--- config.mk ---
export PLATFORM = sky130hd
export DESIGN_NAME = imem_loader_flat
export DESIGN_NICKNAME = d
export VERILOG_FILES = /design/src/rtl/imem_loader_if.sv /design/src/rtl/imem_loader.sv /design/src/flat_wrapper.sv
export SDC_FILE = /design/constraint.sdc
export NUM_CORES = 1
export LEC_CHECK = 0
export CAP_MARGIN = 25
export CORE_MARGIN = 2
export CORE_UTILIZATION = 58
export CTS_CLUSTER_SIZE = 30
export DETAILED_ROUTE_END_ITERATION = 12
export PLACE_DENSITY = 0.86
export SKIP_CTS_REPAIR_TIMING = 1
export SLEW_MARGIN = 30
export SYNTH_ARGS = -nofsm -noshare
export SYNTH_HDL_FRONTEND = slang
export SYNTH_SLANG_ARGS = --single-unit
--- constraint.sdc ---
create_clock -name clk -period 5.7 [get_ports clk]
set_input_delay 1.71 -clock clk [delete_from_list [all_inputs] [get_ports clk]]
set_output_delay 1.71 -clock clk [all_outputs]
set_load 0.005 [all_outputs]
--- src/rtl/imem_loader_if.sv ---
// Byte-stream input and instruction-memory write port of the loader.
// slave = loader side, master = stream source / memory observer side.
interface imem_loader_if #(
   parameter int WIDTH1 = 32
);
   logic              in_valid;
   logic [7:0]        in_data;
   logic              in_ready;
   logic              wr;
   logic [WIDTH1-1:0] addr;
   logic [WIDTH1-1:0] wdata;

   modport master (
      output in_valid,
      output in_data,
      input  in_ready,
      input  wr,
      input  addr,
      input  wdata
   );

   modport slave (
      input  in_valid,
      input  in_data,
      output in_ready,
      output wr,
      output addr,
      output wdata
   );
endinterface

--- src/rtl/imem_loader.sv ---
// Streams a length-prefixed little-endian image into instruction memory
// and holds the core in reset until the image is complete.
module imem_loader #(
   parameter int WIDTH1        = 32,
   parameter int MEM_SIZE      = 1024,
   parameter int INST_POSITION = 10
) (
   input  logic         clk,
   input  logic         reset,
   input  logic         start,
   imem_loader_if.slave bus,
   output logic         core_hold,
   output logic         done,
   output logic         error
);
   typedef enum logic [2:0] {
      S_IDLE,
      S_LEN_LO,
      S_LEN_HI,
      S_DATA,
      S_WRITE,
      S_DONE,
      S_ERR
   } state_t;

   localparam logic [15:0] LP_MAX = 16'(MEM_SIZE - INST_POSITION);

   state_t            r_state;
   logic [15:0]       r_cnt;
   logic [15:0]       r_widx;
   logic [1:0]        r_bidx;
   logic              r_in_ready;
   logic              r_wr;
   logic [WIDTH1-1:0] r_addr;
   logic [WIDTH1-1:0] r_wdata;
   logic              r_core_hold;
   logic              r_done;
   logic              r_error;

   logic              w_xfer;
   logic [15:0]       w_count;
   logic [WIDTH1-1:0] w_slot;

   assign w_xfer  = bus.in_valid & r_in_ready;
   assign w_count = {bus.in_data, r_cnt[7:0]};
   assign w_slot  = WIDTH1'(INST_POSITION) + WIDTH1'(r_widx);

   assign bus.in_ready = r_in_ready;
   assign bus.wr       = r_wr;
   assign bus.addr     = r_addr;
   assign bus.wdata    = r_wdata;
   assign core_hold    = r_core_hold;
   assign done         = r_done;
   assign error        = r_error;

   always_ff @(posedge clk or negedge reset) begin
      if (!reset) begin
         r_state     <= S_IDLE;
         r_cnt       <= '0;
         r_widx      <= '0;
         r_bidx      <= '0;
         r_in_ready  <= 1'b0;
         r_wr        <= 1'b0;
         r_addr      <= '0;
         r_wdata     <= '0;
         r_core_hold <= 1'b1;
         r_done      <= 1'b0;
         r_error     <= 1'b0;
      end else begin
         // wr is a single-cycle strobe, raised only on WRITE entry
         r_wr <= 1'b0;
         unique case (r_state)
            S_IDLE, S_DONE, S_ERR: begin
               if (start) begin
                  r_state     <= S_LEN_LO;
                  r_in_ready  <= 1'b1;
                  r_done      <= 1'b0;
                  r_error     <= 1'b0;
                  r_core_hold <= 1'b1;
               end
            end
            S_LEN_LO: begin
               if (w_xfer) begin
                  r_cnt[7:0] <= bus.in_data;
                  r_state    <= S_LEN_HI;
               end
            end
            S_LEN_HI: begin
               if (w_xfer) begin
                  r_cnt <= w_count;
                  if (w_count == 16'd0) begin
                     r_state     <= S_DONE;
                     r_in_ready  <= 1'b0;
                     r_done      <= 1'b1;
                     r_core_hold <= 1'b0;
                  end else if (w_count > LP_MAX) begin
                     r_state    <= S_ERR;
                     r_in_ready <= 1'b0;
                     r_error    <= 1'b1;
                  end else begin
                     r_state <= S_DATA;
                     r_widx  <= '0;
                     r_bidx  <= '0;
                  end
               end
            end
            S_DATA: begin
               if (w_xfer) begin
                  r_wdata[{r_bidx, 3'b000} +: 8] <= bus.in_data;
                  r_bidx <= r_bidx + 2'd1;
                  if (r_bidx == 2'd3) begin
                     r_state    <= S_WRITE;
                     r_in_ready <= 1'b0;
                     r_wr       <= 1'b1;
                     r_addr     <= w_slot << 2;
                  end
               end
            end
            S_WRITE: begin
               if ((r_widx + 16'd1) == r_cnt) begin
                  r_state     <= S_DONE;
                  r_done      <= 1'b1;
                  r_core_hold <= 1'b0;
               end else begin
                  r_widx     <= r_widx + 16'd1;
                  r_state    <= S_DATA;
                  r_in_ready <= 1'b1;
               end
            end
            default: begin
               r_state    <= S_IDLE;
               r_in_ready <= 1'b0;
            end
         endcase
      end
   end
endmodule

--- src/flat_wrapper.sv ---
// flat-port wrapper written by rule: the top's interface ports become plain ports
module imem_loader_flat 
#(
   parameter int WIDTH1        = 32,
   parameter int MEM_SIZE      = 1024,
   parameter int INST_POSITION = 10
)
  (clk, reset, start, core_hold, done, error, bus_in_valid, bus_in_data, bus_in_ready, bus_wr, bus_addr, bus_wdata);
  imem_loader_if #(.WIDTH1(WIDTH1)) bus_i ();
  input  logic clk;
  input  logic reset;
  input  logic start;
  output logic core_hold;
  output logic done;
  output logic error;
  input wire logic [$bits(bus_i.in_valid)-1:0] bus_in_valid;
  input wire logic [$bits(bus_i.in_data)-1:0] bus_in_data;
  output wire logic [$bits(bus_i.in_ready)-1:0] bus_in_ready;
  output wire logic [$bits(bus_i.wr)-1:0] bus_wr;
  output wire logic [$bits(bus_i.addr)-1:0] bus_addr;
  output wire logic [$bits(bus_i.wdata)-1:0] bus_wdata;
  assign bus_i.in_valid = bus_in_valid;
  assign bus_i.in_data = bus_in_data;
  assign bus_in_ready = bus_i.in_ready;
  assign bus_wr = bus_i.wr;
  assign bus_addr = bus_i.addr;
  assign bus_wdata = bus_i.wdata;
  imem_loader #(.WIDTH1(WIDTH1), .MEM_SIZE(MEM_SIZE), .INST_POSITION(INST_POSITION)) u_core (.clk(clk), .reset(reset), .start(start), .bus(bus_i), .core_hold(core_hold), .done(done), .error(error));
endmodule
# Word-level counts from Yosys, hierarchy flattened
# Index checks and enable logic that the tools add are counted.
# word_totals
input_bits	12
ff_bits	104
output_inout_bits	69
elab_cells	105
# classes
bitwise_logic	3
n_mux	46
n_lt_le_gt_ge	1
n_shift	2
eq_ne	20
n_reduce_logical	17
n_addsub	4
# op_table
op	count
16-bit two-way mux	4
32-bit bitwise mux	1
16-bit one-hot mux with 2 select lines	1
8-bit by 7-bit variable shift with 32-bit output (first input constant)	1
8-bit by 7-bit indexed part select with 32-bit output	1
5-bit AND reduction	5
3-bit two-way mux	8
1-bit two-way mux	20
4-bit by 16-bit adder with 17-bit output (first input constant)	1
16-bit by 1-bit adder with 16-bit output (second input constant)	1
16-bit == test	1
16-bit by 10-bit greater-than comparator with 1-bit output (second input constant)	1
16-bit zero test	1
8-bit one-hot mux with 2 select lines	1
3-bit one-hot mux with 5 select lines	1
2-bit by 1-bit inequality test with 1-bit output (second input constant)	7
3-bit == test (second input constant)	3
2-bit two-way mux	4
8-bit two-way mux	1
2-bit inequality test (second input constant)	4
5-bit negator with 7-bit output	1
7-bit AND reduction	1
3-bit by 2-bit == test with 1-bit output (second input constant)	2
1-bit one-hot mux with 3 select lines	2
other kinds (15)	20

# Depth between registers and ports, before layout
# Gate-level depths: netlist (run 1).
# depth
word_depth	5
mapped_depth	10
depth_no_buf	8

# Worst setup path after synthesis (run 1)
# No wires, ideal clock.
# synth_path
kind	in2reg
from	input bus_in_data[1]
to	register u_core.r_widx[6]
setup_time_ns	0.110
path_slack_ns	2.293
stages	8
required_time_ns	5.590
arrival_ns	3.297
n_path_buf	1
cell_sequence	or4_1 -> nor4_2 -> o31ai_2 -> nand3b_1 -> buf_2 -> nand2_1 -> a21o_1 -> o41ai_1
# synth_between
elab_chain_cells	3
# synth_lines
element	line	rtl
start, declared	flat_wrapper.sv:17	input wire logic [$bits(bus_i.in_data)-1:0] bus_in_data;
16-bit by 10-bit greater-than comparator with 1-bit output / 16-bit zero test (equally long branches)	imem_loader.sv:96, imem_loader.sv:91	
2-bit inequality test (no source line)	n/a	
5-bit AND reduction (no source line) (*)	n/a	
end signal, assigned	imem_loader.sv:125	r_widx <= r_widx + 16'd1;
end, declared	imem_loader.sv:30	logic [15:0] r_widx;
# Every way passes the cells marked *; elsewhere a longest branch is shown, timed or not.
# A chain may end at the register's enable or synchronous reset.

# Worst setup path after layout (run 1)
# layout_path
from	input bus_in_data[1]
to	register u_core.r_widx[0]
# Same word-level chain as after synthesis.

==> summary.md, run 1 <==
| Metric | Value |
|---|---|
| Outcome | `finished clean` |
| Total CTS buffers | `9` |
| Max Root-Sink Buffers | `2` |
| Total wire length | `11.8 mm` |
| Startpoint of the lowest-slack hold path | `u_core.bus.addr[6]` |
| Area share of the largest cell type after synthesis | `44.8%` |
| Critical Setup Path Class | `input pin to flip-flop` |
| Clock tree sinks | `91` |
| Rows | `33` |
| Clock-pin slew on the worst setup and hold paths | `110 ps` |
| Detailed router's first-iteration violation count | `274` |
| Starting Density | `about three fifths` |
| Final standard cell count with taps included and fillers excluded | `between 700 and 800` |
| Syn Std Cell Area | `5030 um2` |
| Antenna Nets Post-Route | `0` |
| Time the final worst path needs with I/O delays and setup | `4040 ps` |
| Gate count after technology mapping | `about 550` |
| Core region area | `8300 um2` |
| Most frequently used flop master after synthesis | `dfrtp_1` |
| Dpl cell area | `approximately 5600 um2` |
| Final antenna diode count | `0` |
| Crit path launch type | `input pin` |
| Req. time, crit path | `6030 ps` |
| Max transition margin | `39.7%` |
| Pleak | `2.44 nW` |
| Placed Cells incl. Taps | `690` |
| Total Die Area | `9440 um2` |
| Clock tree root driver cell | `clkbuf_8` |
| Pre-CTS setup slack | `~1300 ps` |
| Type of element capturing the critical path | `flip-flop` |
| Wirelength per Cell | `16.7 um` |
| Top cells by count, synth | `nand2_1, dfrtp_1, o21ai_0, mux2_2, xnor2_1` |
| Number of enable flip-flop cells after synthesis | `0` |
| H-Tree Level Count | `3` |
| Combined global-route utilization of all metal layers | `between 20% and 30%` |
| Critical Path AT | `between 4000 and 5000 ps` |
| Cell with the most instances after synthesis | `nand2_1` |
| # DRC | `0` |
| Final worst path period share | `70.9%` |
| Grt total ovfl | `0` |
| Fin Hold WS | `486 ps` |
| Final HPWL from detailed placement | `8.58 mm` |
| Hold Violations, Final | `0` |
| Antenna violations before repair | `0` |
| First-pass GRT wire length | `19.3 mm` |
| Crit. Startpoint | `bus_in_data[1]` |
| Via count of the first global-routing pass | `between 3000 and 4000` |
| Die W | `around 97 um` |
| I/O pin count | `approximately 80` |
| CTS tree | `built` |
| Number of pins exceeding their max-slew limit in the final report | `0` |
| Achievable clock frequency | `0.247 GHz` |
| Launch point of the worst reg-to-reg path | `u_core.r_widx[2]` |
| Pwr per Cell Area | `480 nW/um2` |
| Total Negative Setup Slacks | `0 ps` |
| Clock latency of the later-clocked register in the worst-skew pair | `380 ps` |
| Async S/R FF share, synth | `100%` |
| Final weighted congestion in routability-driven placement | `0.940` |
| Fraction of layout cells with a size suffix above 1 | `8.65%` |
| Overall power of the completed layout | `2.79 mW` |
| Warnings, synthesis | `0` |
| Cell area after layout | `just under 6000 um2` |
| Unrepaired setup endpoints after global routing | `false` |
| Vias per Instance | `slightly below 6` |
| Path type of the worst min-delay path | `flip-flop to flip-flop` |
| Port Buf Inserts | `65` |
| Top post-synthesis cells by area | `dfrtp_1, nand2_1, o21ai_0` |
| Critical path peak fanout | `15` |
| Clock Skews | `13.6 ps` |
| Setup Viol. Count Final | `0` |
| Mean post-synth cell area | `9.13 um2` |
| Seq/Total Area, Yosys | `~45%` |
| Unique masters post-synth | `61` |
| First-pass iteration count of the detailed router | `5` |
| Count of maximum capacitance violations | `0` |
| Largest vdd supply drop | `293 uV` |
| Die Span Y | `around 97 um` |
| Syn-to-layout area delta | `15.7%` |
| Largest net degree at the start of global routing | `between 50 and 60` |
| Flops & latches, synth | `91` |
| Worst Slack Setup Final | `1660 ps` |
| Post-layout utilization of the core | `70.1%` |
| Vias | `4173` |
| Synth area leader | `dfrtp_1` |
| Number of nets in the layout | `616` |
| Transition time at the pin with the least slew margin | `903 ps` |
[state kept, by name (all words and copies together), names as in the netlist, 2 cells and up]
signal / cells
u_core.r_state: 3
u_core.r_widx: 16
u_core.bus.wdata: 32
u_core.r_bidx: 2
u_core.r_cnt: 16
u_core.bus.addr: 17
[logic make-up after synthesis]
logic type,count (synthesis),synth area share (%)
flops,91,45.3
mux,27,5.87
xor+xnor,31,5.40
compound gates,121,14.9
fa+ha+maj,8,1.99
simple gates,217,20.6
buf+inv,55,5.87
other cells,1,0.0745
[placed cells by master (no fill, tap or decap), drive strengths merged, types with 8 or more instances in the layout]
cell type and n:
a21oi 15, nand4 11, inv 13, ha 8
xor2 11, a21o 9, nor3 17, xnor2 20
clkdlybuf4s50 64, clkbuf 9, nor2 17, o21ai 60
conb 15, nand3 13, dfrtp 90, nand2 123
mux2 20
[routing by layer]
layer  wire length [um]  GRT usage, %  vias to the layer above
met2               5770          41.6                      177
met3                746          4.17                       34
met5                  0             0                        -
met4                416          12.9                        0
li1                   -             -                     1988
met1               4870          32.4                     1974
[worst max-delay path, stage by stage]
cell and delay (ps):
clkdlybuf4s50_1 550, or4_1 590, nor4_2 380, o31ai_2 170, nand3b_1 470, a21boi_0 300
mux2_2 200
[report_power, final]
group | switching [mW] | internal, mW
Clock | 0.269 | 0.174
Sequential | 0.328 | 0.865
Combinational | 0.566 | 0.589
Total | 1.16 | 1.63
[final timing paths]
| path | endpoint | slack, ps | depth (start not counted) |
|---|---|---|---|
| min reg2reg | u_core.bus.addr[6] | 490 | 2 |
| max reg2reg | u_core.r_widx[0] | 2190 | 8 |
| min in group asynchronous | u_core.bus.wr | 1270 | 1 |
| max in group asynchronous | u_core.bus.wdata[14] | 3380 | 2 |
| max | u_core.r_widx[0] | 1660 | 7 |
| min | u_core.bus.addr[6] | 490 | 2 |
[cell type report]
class                   instances  area [um2]
fillers                       657        2480
flip-flops and latches         91        2280
inverters                       9        33.8
clock buffers                   9         124
repair buffers                 66         656
multi-input cells             419        2520
clock inverters                 7        78.8
well taps                     105         131
No activity file was read; power rests on OpenSTA's default activity.
==> run 2, diff against run 1 <==
--- a/config.mk
+++ b/config.mk
@@ -7,10 +7,10 @@
 export LEC_CHECK = 0
 export CAP_MARGIN = 25
 export CORE_MARGIN = 2
-export CORE_UTILIZATION = 58
+export CORE_UTILIZATION = 49
 export CTS_CLUSTER_SIZE = 30
 export DETAILED_ROUTE_END_ITERATION = 12
-export PLACE_DENSITY = 0.86
+export PLACE_DENSITY = 0.77
 export SKIP_CTS_REPAIR_TIMING = 1
 export SLEW_MARGIN = 30
 export SYNTH_ARGS = -nofsm -noshare
==> constraint.sdc (replaced) <==
create_clock -name clk -period 3.5 [get_ports clk]
set_input_delay 1.05 -clock clk [delete_from_list [all_inputs] [get_ports clk]]
set_output_delay 1.05 -clock clk [all_outputs]
set_load 0.005 [all_outputs]
==> run 2 against run 1 <==
Net effect:
- global-route usage decreased by 2.3 points
- first-iteration DRC count decreased by 3.3%
- worst setup slack got worse by 1300 ps
==> summary.md, run 2 (synthesis gave the netlist of run 1 again) <==
| Metric | Value |
|---|---|
| Total Negative Setup Slacks | `0 ps` |
| Total wire length | `12.3 mm` |
| Fillers | `between 800 and 900` |
| Transition time at the pin with the least slew margin | `a little under 900 ps` |
| # DRC | `0` |
| Reg-to-reg setup timing slack | `370 ps` |
| Pre-CTS setup slack | `97.7 ps` |
| Clock tree root driver cell | `clkbuf_8` |
| Detailed router's first-iteration violation count | `265` |
| Wirelength per Cell | `approximately 16 um` |
| Capture point of the worst reg-to-reg path | `u_core.r_widx[0]` |
| Critical path peak fanout | `8` |
| Die Span Y | `approximately 110 um` |
| Vias per Instance | `5.66` |
| CTS tree | `built` |
| Startpoint of the lowest-slack hold path | `u_core.bus.addr[5]` |
| Max Root-Sink Buffers | `2` |
| Antenna Nets Post-Route | `0` |
| Final worst path period share | `between 80% and 90%` |
| Max transition margin | `approximately two fifths` |
| I/O pin count | `81` |
| Final antenna diode count | `0` |
| Number of pins exceeding their max-slew limit in the final report | `0` |
| Path type of the worst min-delay path | `flip-flop to flip-flop` |
| Register-to-Register Path Depth | `9` |
| Clock tree sinks | `91` |
| Instance count along the most critical hold path | `2` |
| First-pass GRT wire length | `20.4 mm` |
| Antenna violations before repair | `0` |
| Total Die Area | `11100 um2` |
| Total CTS buffers | `9` |
| Final HPWL from detailed placement | `8.84 mm` |
| Crit path launch type | `flip-flop` |
| Die W | `105 um` |
| Grt total ovfl | `0` |
| Critical Path AT | `roughly 3400 ps` |
| Pwr per Cell Area | `~770 nW/um2` |
| First-pass iteration count of the detailed router | `5` |
| Final weighted congestion in routability-driven placement | `0.922` |
| Dpl cell area | `~5800 um2` |
| Clock Skews | `roughly 16 ps` |
| Leading cell type in the layout, fill and taps excluded | `nand2_1` |
| Syn-to-layout area delta | `18.9%` |
| Hold Path End | `u_core.bus.addr[5]` |
| H-Tree Level Count | `3` |
| Critical Setup Path Class | `flip-flop to flip-flop` |
| Vias | `4259` |
| Setup Viol. Count Final | `0` |
| Combined global-route utilization of all metal layers | `23.0%` |
| Launch point of the worst reg-to-reg path | `u_core.r_widx[2]` |
| Outcome | `finished clean` |
| Rows | `36` |
| Count of maximum capacitance violations | `0` |
| Via count of the first global-routing pass | `4084` |
| Largest vdd supply drop | `roughly 450 uV` |
| Starting Density | `51.0%` |
| Cell area after layout | `between 5000 and 6000 um2` |
| Overall power of the completed layout | `4.58 mW` |
| Req. time, crit path | `3810 ps` |
| Clock latency of the later-clocked register in the worst-skew pair | `380 ps` |
| Fraction of layout cells with a size suffix above 1 | `11.0%` |
| Largest net degree at the start of global routing | `just over 50` |
| Core region area | `9860 um2` |
| Type of element capturing the critical path | `flip-flop` |
| Pleak | `2.52 nW` |
| Port Buf Inserts | `65` |
| Time the final worst path needs with I/O delays and setup | `3130 ps` |
| Commonest cells after routing, fill and taps aside | `nand2_1, dfrtp_1, clkdlybuf4s50_1, o21ai_0` |
| Hold Violations, Final | `0` |
| Unrepaired setup endpoints after global routing | `false` |
| Number of flip-flops under the largest register name | `32` |
| Clock-pin slew on the worst setup and hold paths | `100 ps` |
| Worst Slack Setup Final | `about 370 ps` |
| Achievable clock frequency | `0.319 GHz` |
| Number of nets in the layout | `634` |
| Fin Hold WS | `487 ps` |
run 2: per-stage QoR:
stage                     cells  utilization, %
final                       752            60.7
after detailed placement    736            58.6
after global placement      736            58.6
after global routing        752            60.7
after CTS                   752            60.7
after floorplan             565               -
run 2: cell type report:
type | instances | area (um2) | share of cell area (%)
sequential | 91 | 2280 | 38.1
multi-input combinational | 419 | 2510 | 42.0
timing repair buffer | 84 | 791 | 13.2
tap | 133 | 166 | 2.78
clock inverter | 7 | 81.3 | 1.36
clock buffer | 9 | 124 | 2.07
inverter | 9 | 33.8 | 0.564
run 2: worst max path at each step:
stage | from | to | slack (ps)
final | u_core.r_widx[2] | u_core.r_widx[0] | 370
after global routing | u_core.r_widx[2] | u_core.r_widx[0] | 110
after CTS | u_core.r_widx[2] | u_core.r_widx[0] | 360
after detailed placement | bus_in_data[7] | u_core.r_widx[13] | 100
after global placement | bus_in_data[7] | u_core.r_widx[11] | 210
after floorplan | bus_in_data[1] | u_core.r_widx[6] | 750
run 2: layer usage:
| metal | vias up | GRT usage (%) | routed length [um] |
|---|---|---|---|
| li1 | 2017 | - | - |
| met1 | 2014 | 29.7 | 5130 |
| met2 | 197 | 37.9 | 6000 |
| met3 | 31 | 5.01 | 858 |
| met4 | 0 | 8.38 | 331 |
| met5 | - | 0 | 0 |
run 2: worst max-delay path, stage by stage (launching register included):
cell	delay, ps
dfrtp_1	510
ha_1	430
nand4_4	220
xnor2_1	210
o211ai_1	130
a2111oi_1	490
nand4_2	330
buf_4	280
a21boi_0	260
mux2_2	210
run 2: where the power goes:
group / internal [mW] / total [mW] / leakage, nW / switching [mW]
logic: 0.989 / 1.91 / 1.21 / 0.924
registers: 1.41 / 1.95 / 1.21 / 0.537
clock network: 0.286 / 0.724 / 0.104 / 0.438
total: 2.68 / 4.58 / 2.52 / 1.90
==> run 3, diff against run 2 <==
--- a/config.mk
+++ b/config.mk
@@ -10,7 +10,9 @@
 export CORE_UTILIZATION = 49
 export CTS_CLUSTER_SIZE = 30
 export DETAILED_ROUTE_END_ITERATION = 12
+export HOLD_SLACK_MARGIN = 0.1
 export PLACE_DENSITY = 0.77
+export SETUP_SLACK_MARGIN = 0.05
 export SKIP_CTS_REPAIR_TIMING = 1
 export SLEW_MARGIN = 30
 export SYNTH_ARGS = -nofsm -noshare
==> results of run 3 <==
Same layout as run 2: the final DEF is identical, and so are final timing and power.
